File: config.mk
export PLATFORM = sky130hd
export DESIGN_NAME = uart_tx_ctrl
export DESIGN_NICKNAME = d
export VERILOG_FILES = /design/src/rtl/uart_tx_pkg.sv /design/src/rtl/uart_tx_serializer.sv /design/src/rtl/uart_tx_ctrl.sv
export SDC_FILE = /design/constraint.sdc
export NUM_CORES = 1
export LEC_CHECK = 0
export BUFFER_PORTS_ARGS = -buffer_cell sky130_fd_sc_hd__clkbuf_2
export CAP_MARGIN = 20
export CORE_MARGIN = 1.5
export CORE_UTILIZATION = 59
export CTS_BUF_LIST = sky130_fd_sc_hd__clkbuf_4
export DETAILED_ROUTE_END_ITERATION = 6
export GPL_TIMING_DRIVEN = 0
export PLACE_DENSITY = 0.95
export SLEW_MARGIN = 40
export SYNTH_ARGS = -nofsm -noshare
export SYNTH_HDL_FRONTEND = slang
export SYNTH_SLANG_ARGS = --single-unit
File: constraint.sdc
create_clock -name CLK -period 2.05 [get_ports CLK]
set_input_delay 0.205 -clock CLK [delete_from_list [all_inputs] [get_ports CLK]]
set_output_delay 0.205 -clock CLK [all_outputs]
set_load 0.005 [all_outputs]
File: src/rtl/uart_tx_pkg.sv
// Shared definitions for the UART transmit controller: FSM state encoding,
// the select codes understood by the downstream TX multiplexer, and the
// default frame width.
package uart_tx_pkg;

    localparam int DEFAULT_DATA_WIDTH = 8;

    typedef enum logic [2:0] {
        IDLE   = 3'd0,
        START  = 3'd1,
        DATA   = 3'd2,
        PARITY = 3'd3,
        STOP   = 3'd4
    } state_t;

    localparam logic [1:0] SEL_START  = 2'b00;
    localparam logic [1:0] SEL_STOP   = 2'b01;
    localparam logic [1:0] SEL_DATA   = 2'b10;
    localparam logic [1:0] SEL_PARITY = 2'b11;

endpackage

File: src/rtl/uart_tx_serializer.sv
// Load/shift register with bit counter for the UART transmitter.
// The word is loaded in parallel and shifted out LSB first, one bit per
// baud clock while shifting is enabled. o_done flags the last data bit.
module uart_tx_serializer
    import uart_tx_pkg::*;
#(
    parameter int DATA_WIDTH = DEFAULT_DATA_WIDTH
) (
    input  logic                  CLK,
    input  logic                  RST,
    input  logic                  i_load,
    input  logic                  i_shift,
    input  logic [DATA_WIDTH-1:0] i_data,
    output logic                  o_serData,
    output logic                  o_done
);

    localparam int                CNT_W    = $clog2(DATA_WIDTH);
    localparam logic [CNT_W-1:0] LAST_CNT = CNT_W'(DATA_WIDTH - 1);

    logic [DATA_WIDTH-1:0] r_shift;
    logic [CNT_W-1:0]      r_bitCnt;

    // Load a fresh word on capture, otherwise shift right and count data bits.
    // The counter returns to zero after the last bit instead of wrapping.
    always_ff @(posedge CLK or negedge RST) begin
        if (!RST) begin
            r_shift  <= '0;
            r_bitCnt <= '0;
        end else if (i_load) begin
            r_shift  <= i_data;
            r_bitCnt <= '0;
        end else if (i_shift) begin
            r_shift  <= {1'b0, r_shift[DATA_WIDTH-1:1]};
            r_bitCnt <= (r_bitCnt == LAST_CNT) ? '0 : r_bitCnt + CNT_W'(1);
        end
    end

    assign o_serData = r_shift[0];
    assign o_done    = (r_bitCnt == LAST_CNT);

endmodule

File: src/rtl/uart_tx_ctrl.sv
// UART transmit controller feeding the TX output multiplexer.
// Frame: start, DATA_WIDTH data bits LSB first, optional parity, stop.
// One baud clock per bit. Define UART_TX_CTRL_TWO_STOP_EN for two stop bits.
module uart_tx_ctrl
    import uart_tx_pkg::*;
#(
    parameter int DATA_WIDTH = DEFAULT_DATA_WIDTH
) (
    input  logic                  CLK,
    input  logic                  RST,
    input  logic [DATA_WIDTH-1:0] PData,
    input  logic                  DataValid,
    input  logic                  ParityEnable,
    input  logic                  ParityType,
    output logic [1:0]            MuxSelection,
    output logic                  SerData,
    output logic                  ParityBit,
    output logic                  Busy
);

    state_t r_state;
    state_t w_nextState;
    logic   r_parityEn;
    logic   r_parityBit;
    logic   w_capture;
    logic   w_shift;
    logic   w_done;
    logic   w_serData;
    logic   w_stopLast;

    uart_tx_serializer #(
        .DATA_WIDTH (DATA_WIDTH)
    ) u_serializer (
        .CLK       (CLK),
        .RST       (RST),
        .i_load    (w_capture),
        .i_shift   (w_shift),
        .i_data    (PData),
        .o_serData (w_serData),
        .o_done    (w_done)
    );

    // State register; reset aborts any frame in progress and parks in IDLE.
    always_ff @(posedge CLK or negedge RST) begin
        if (!RST) begin
            r_state <= IDLE;
        end else begin
            r_state <= w_nextState;
        end
    end

    // Latch the frame configuration and its parity at capture so later input
    // changes cannot disturb the frame; parity stays stable until next capture.
    always_ff @(posedge CLK or negedge RST) begin
        if (!RST) begin
            r_parityEn  <= 1'b0;
            r_parityBit <= 1'b0;
        end else if (w_capture) begin
            r_parityEn  <= ParityEnable;
            r_parityBit <= (^PData) ^ ParityType;
        end
    end

`ifdef UART_TX_CTRL_TWO_STOP_EN
    logic r_stopCnt;

    // Count the two stop cycles; the second one releases the FSM to IDLE.
    always_ff @(posedge CLK or negedge RST) begin
        if (!RST) begin
            r_stopCnt <= 1'b0;
        end else if (r_state == STOP) begin
            r_stopCnt <= ~r_stopCnt;
        end else begin
            r_stopCnt <= 1'b0;
        end
    end

    assign w_stopLast = r_stopCnt;
`else
    assign w_stopLast = 1'b1;
`endif

    // Next-state logic plus mux select and busy decoded from the current state.
    always_comb begin
        w_nextState  = r_state;
        w_capture    = 1'b0;
        w_shift      = 1'b0;
        MuxSelection = SEL_STOP;
        Busy         = 1'b1;
        case (r_state)
            IDLE: begin
                Busy = 1'b0;
                if (DataValid) begin
                    w_capture   = 1'b1;
                    w_nextState = START;
                end
            end
            START: begin
                MuxSelection = SEL_START;
                w_nextState  = DATA;
            end
            DATA: begin
                MuxSelection = SEL_DATA;
                w_shift      = 1'b1;
                if (w_done) begin
                    w_nextState = r_parityEn ? PARITY : STOP;
                end
            end
            PARITY: begin
                MuxSelection = SEL_PARITY;
                w_nextState  = STOP;
            end
            STOP: begin
                MuxSelection = SEL_STOP;
                if (w_stopLast) begin
                    w_nextState = IDLE;
                end
            end
            default: begin
                Busy        = 1'b0;
                w_nextState = IDLE;
            end
        endcase
    end

    assign SerData   = w_serData;
    assign ParityBit = r_parityBit;

endmodule

==> results.sh <==
export IMPL_syn_to_final_growth_pct=16.7
export IMPL_yosys_area_top_type_share_pct=47.8
export IMPL_dpl_hpwl_mm=1.22
export IMPL_status="complete, no violations"
export IMPL_synth_top_family_by_area="multiplexers"
export IMPL_syn_cell_area_um2=838
export IMPL_synthCells=77
export IMPL_finalNetCount=115
export IMPL_critPathMaxFanout=7
export IMPL_synth_seq_area_share_pct=47.8
export IMPL_post_route_util_pct=74.3
export IMPL_ys_ff_latch=16
export IMPL_drv_cap=0
export IMPL_grt_setup_unrepaired="false"
export IMPL_worstPathRequired_ps=1850
export IMPL_dr_pass1_iters=4
export IMPL_yosysTopAreaCell="dfrtp_1"
export IMPL_crit_slowest_cell="dfrtp_1"
export IMPL_grt_first_pass_wirelength_mm=2.10
export IMPL_vias=600
export IMPL_port_buffers=17
export IMPL_path_clk_slew_ps=90
export IMPL_synthMuxAreaShare_pct=13.7
export IMPL_antenna_found_initial=0
export IMPL_synth_compound_area_share_pct=8.66
export IMPL_die_h_um=40.7
export IMPL_postCtsSetupBuffers=0
export IMPL_cts_tree="yes"
export IMPL_synth_xor_area_share_pct=11.0
export IMPL_crit_path_start_kind="flop"
export IMPL_grt_start_max_net_pins=17
export IMPL_grt_pass1_vias=515
export IMPL_synthTopCellsByCount="dfrtp_1 (16), mux2i_1 (10), nor2_1 (9)"
export IMPL_ios=18
export IMPL_yosysMostFrequentCell="dfrtp_1"
export IMPL_fin_setup_tns_ps=0
export IMPL_synth_nets=92
export IMPL_critPathCaptureType="primary output"
export IMPL_worst_path_largest_cell_delay_ps=330
export IMPL_p_per_area_nw_per_um2=1450
export IMPL_wl_per_cell_um=13.9
export IMPL_synth_simple_area_share_pct=11.2
export IMPL_cts_buffer_depth=2
export IMPL_fin_crit_ps=1470
export IMPL_yosysUniqueCellTypes=22
export IMPL_rows=13
export IMPL_start_util_pct=63.6
export IMPL_drtIter0Drc=8
export IMPL_fmax_mhz=680
export IMPL_antenna_cells=0
export IMPL_hold_violations=0
export IMPL_postSynth_asyncResetShare_pct=100
export IMPL_numClockSinks=16
export IMPL_maxSlewHeadroom_pct=74.2
export IMPL_setup_viol=0
export IMPL_synth_adder_area_share_pct=2.99
export IMPL_drv_slew=0
export IMPL_cts_buffers=3
export IMPL_cts_hold_buf=1
export IMPL_worst_pin_slew_ps=387
export IMPL_worstSetupPathType="reg -> out"
export IMPL_cts_root_buf="clkbuf_4"
export IMPL_crit_family="buffers and inverters"
export IMPL_drc=0
export IMPL_min_period_over_period_pct=71.7
export IMPL_synth_edf_count=0
export IMPL_place_congestion=0.694
export IMPL_cts_htree_levels=1
export IMPL_viasPerCell=5.26
export IMPL_coreArea_um2=1320
export IMPL_peakVddDrop_mv=0.837
export IMPL_grt_ovfl_total=0
export IMPL_skew_ps=1.29
export IMPL_hold_class="in -> reg"
export IMPL_crit_arrival_ps=1270
export IMPL_drtAntennaViolNets=0
export IMPL_path_buf_inv=2
export IMPL_yosys_warnings=0
export IMPL_p_leak_nw=0.496
export IMPL_drive_gt1_share_pct=25.3
export IMPL_die_width_um=40.7
export IMPL_synthTopCellsByArea="dfrtp_1 (48%), mux2i_1 (12%), xnor2_1 (6.3%), nor2_1 (4.0%), o21ai_0 (3.6%)"
export IMPL_wirelength_mm=1.58
export IMPL_path_cells="clkbuf_1 -> nor2_1 -> xnor2_1 -> clkbuf_2"
export IMPL_grt_usage_pct=20.6
export IMPL_ctsResizeCount=0
export IMPL_die_area_um2=1660
export IMPL_syn_area_per_cell_um2=10.9
export IMPL_clkLatencyLatePin_ps=290
export IMPL_ys_flop_type="dfrtp_1"
==> sequential cells by signal, summed over array words and instances (netlist names) <==
register / count
ParityBit: 1
u_serializer.r_bitCnt: 3
r_state: 3
r_parityEn: 1
u_serializer.r_shift: 8
==> layout by cell type, fill, tap and decap left out, drive strengths merged <==
| cell type | Yosys | routed |
|---|---|---|
| dfrtp | 16 | 16 |
| buf | 3 | 3 |
| xor2 | 2 | 2 |
| a22o | 2 | 2 |
| xnor2 | 6 | 6 |
| inv | 2 | 2 |
| nand2 | 7 | 7 |
| o21ai | 7 | 7 |
| dlygate4sd3 | 0 | 1 |
| nand3 | 1 | 1 |
| a211oi | 1 | 1 |
| clkbuf | 1 | 21 |
| nor2 | 9 | 9 |
| clkinv | 0 | 1 |
| mux2 | 1 | 1 |
| nor3 | 1 | 1 |
| ha | 2 | 2 |
| a21oi | 1 | 1 |
| a21o | 1 | 1 |
| mux2i | 10 | 10 |
| nand2b | 3 | 3 |
| xnor3 | 1 | 1 |
==> worst paths after layout <==
path / from / end / slack, ps / depth (start not counted)
setup reg to reg: r_state[2] / u_serializer.r_shift[6] / 600 / 5
max in group asynchronous: RST / u_serializer.r_bitCnt[1] / 1420 / 2
setup / recovery: r_state[0] / Busy / 580 / 4
min in group asynchronous: RST / r_state[0] / 360 / 2
hold reg to reg: u_serializer.r_shift[0] / u_serializer.r_shift[0] / 520 / 1
hold / removal: ParityEnable / r_parityEn / 120 / 3
==> worst register-to-register path, stage by stage, from the launching register on <==
cell and delay [ps]:
dfrtp_1 450, nand2b_1 210, nor2_1 170, buf_6 190, mux2i_1 250, o21ai_1 80
==> stage by stage <==
stage	hold WS, ps	instance area [um2]	power [W]	instances	setup WS [ps]
after floorplan	-90.6	838	0.00105	77	722
after global placement	139	942	0.00120	109	639
after detailed placement	142	942	0.00126	109	605
after CTS	130	978	0.00143	114	570
after global routing	176	978	0.00152	114	439
final	121	978	0.00142	114	579
==> kinds of logic (layout without fill, tap and decap cells) <==
kind of cell | after synthesis | count (layout)
muxes | 11 | 11
xor gates and xnor gates | 9 | 9
adders and majority gates | 2 | 2
buffers and inverters | 6 | 28
and+or+nand+nor | 21 | 21
DFF | 16 | 16
AOI/OAI and AO/OA | 12 | 12
==> cell type report <==
class | instances | area [um2]
clock inverters | 1 | 3.75
flip-flops and latches | 16 | 400
plain buffers | 4 | 31.3
inverters | 2 | 7.51
fillers | 95 | 339
repair buffers | 18 | 95.1
well taps | 15 | 18.8
clock buffers | 3 | 22.5
multi-input cells | 55 | 399
==> layer usage <==
metal,GRT usage [%],up-vias,part of all wire (%)
met5,0,-,0
met4,10.0,0,1.9
met3,3.26,4,2.7
met2,35.3,12,52
met1,25.1,281,44
li1,-,303,-
==> report_power, final <==
group          leakage, nW  switching, W  internal (W)
Sequential           0.202      0.000104      0.000460
Clock               0.0154      0.000100     0.0000708
Combinational        0.278      0.000340      0.000347
Total                0.496      0.000544      0.000878
No activity file was read; power rests on OpenSTA's default activity.
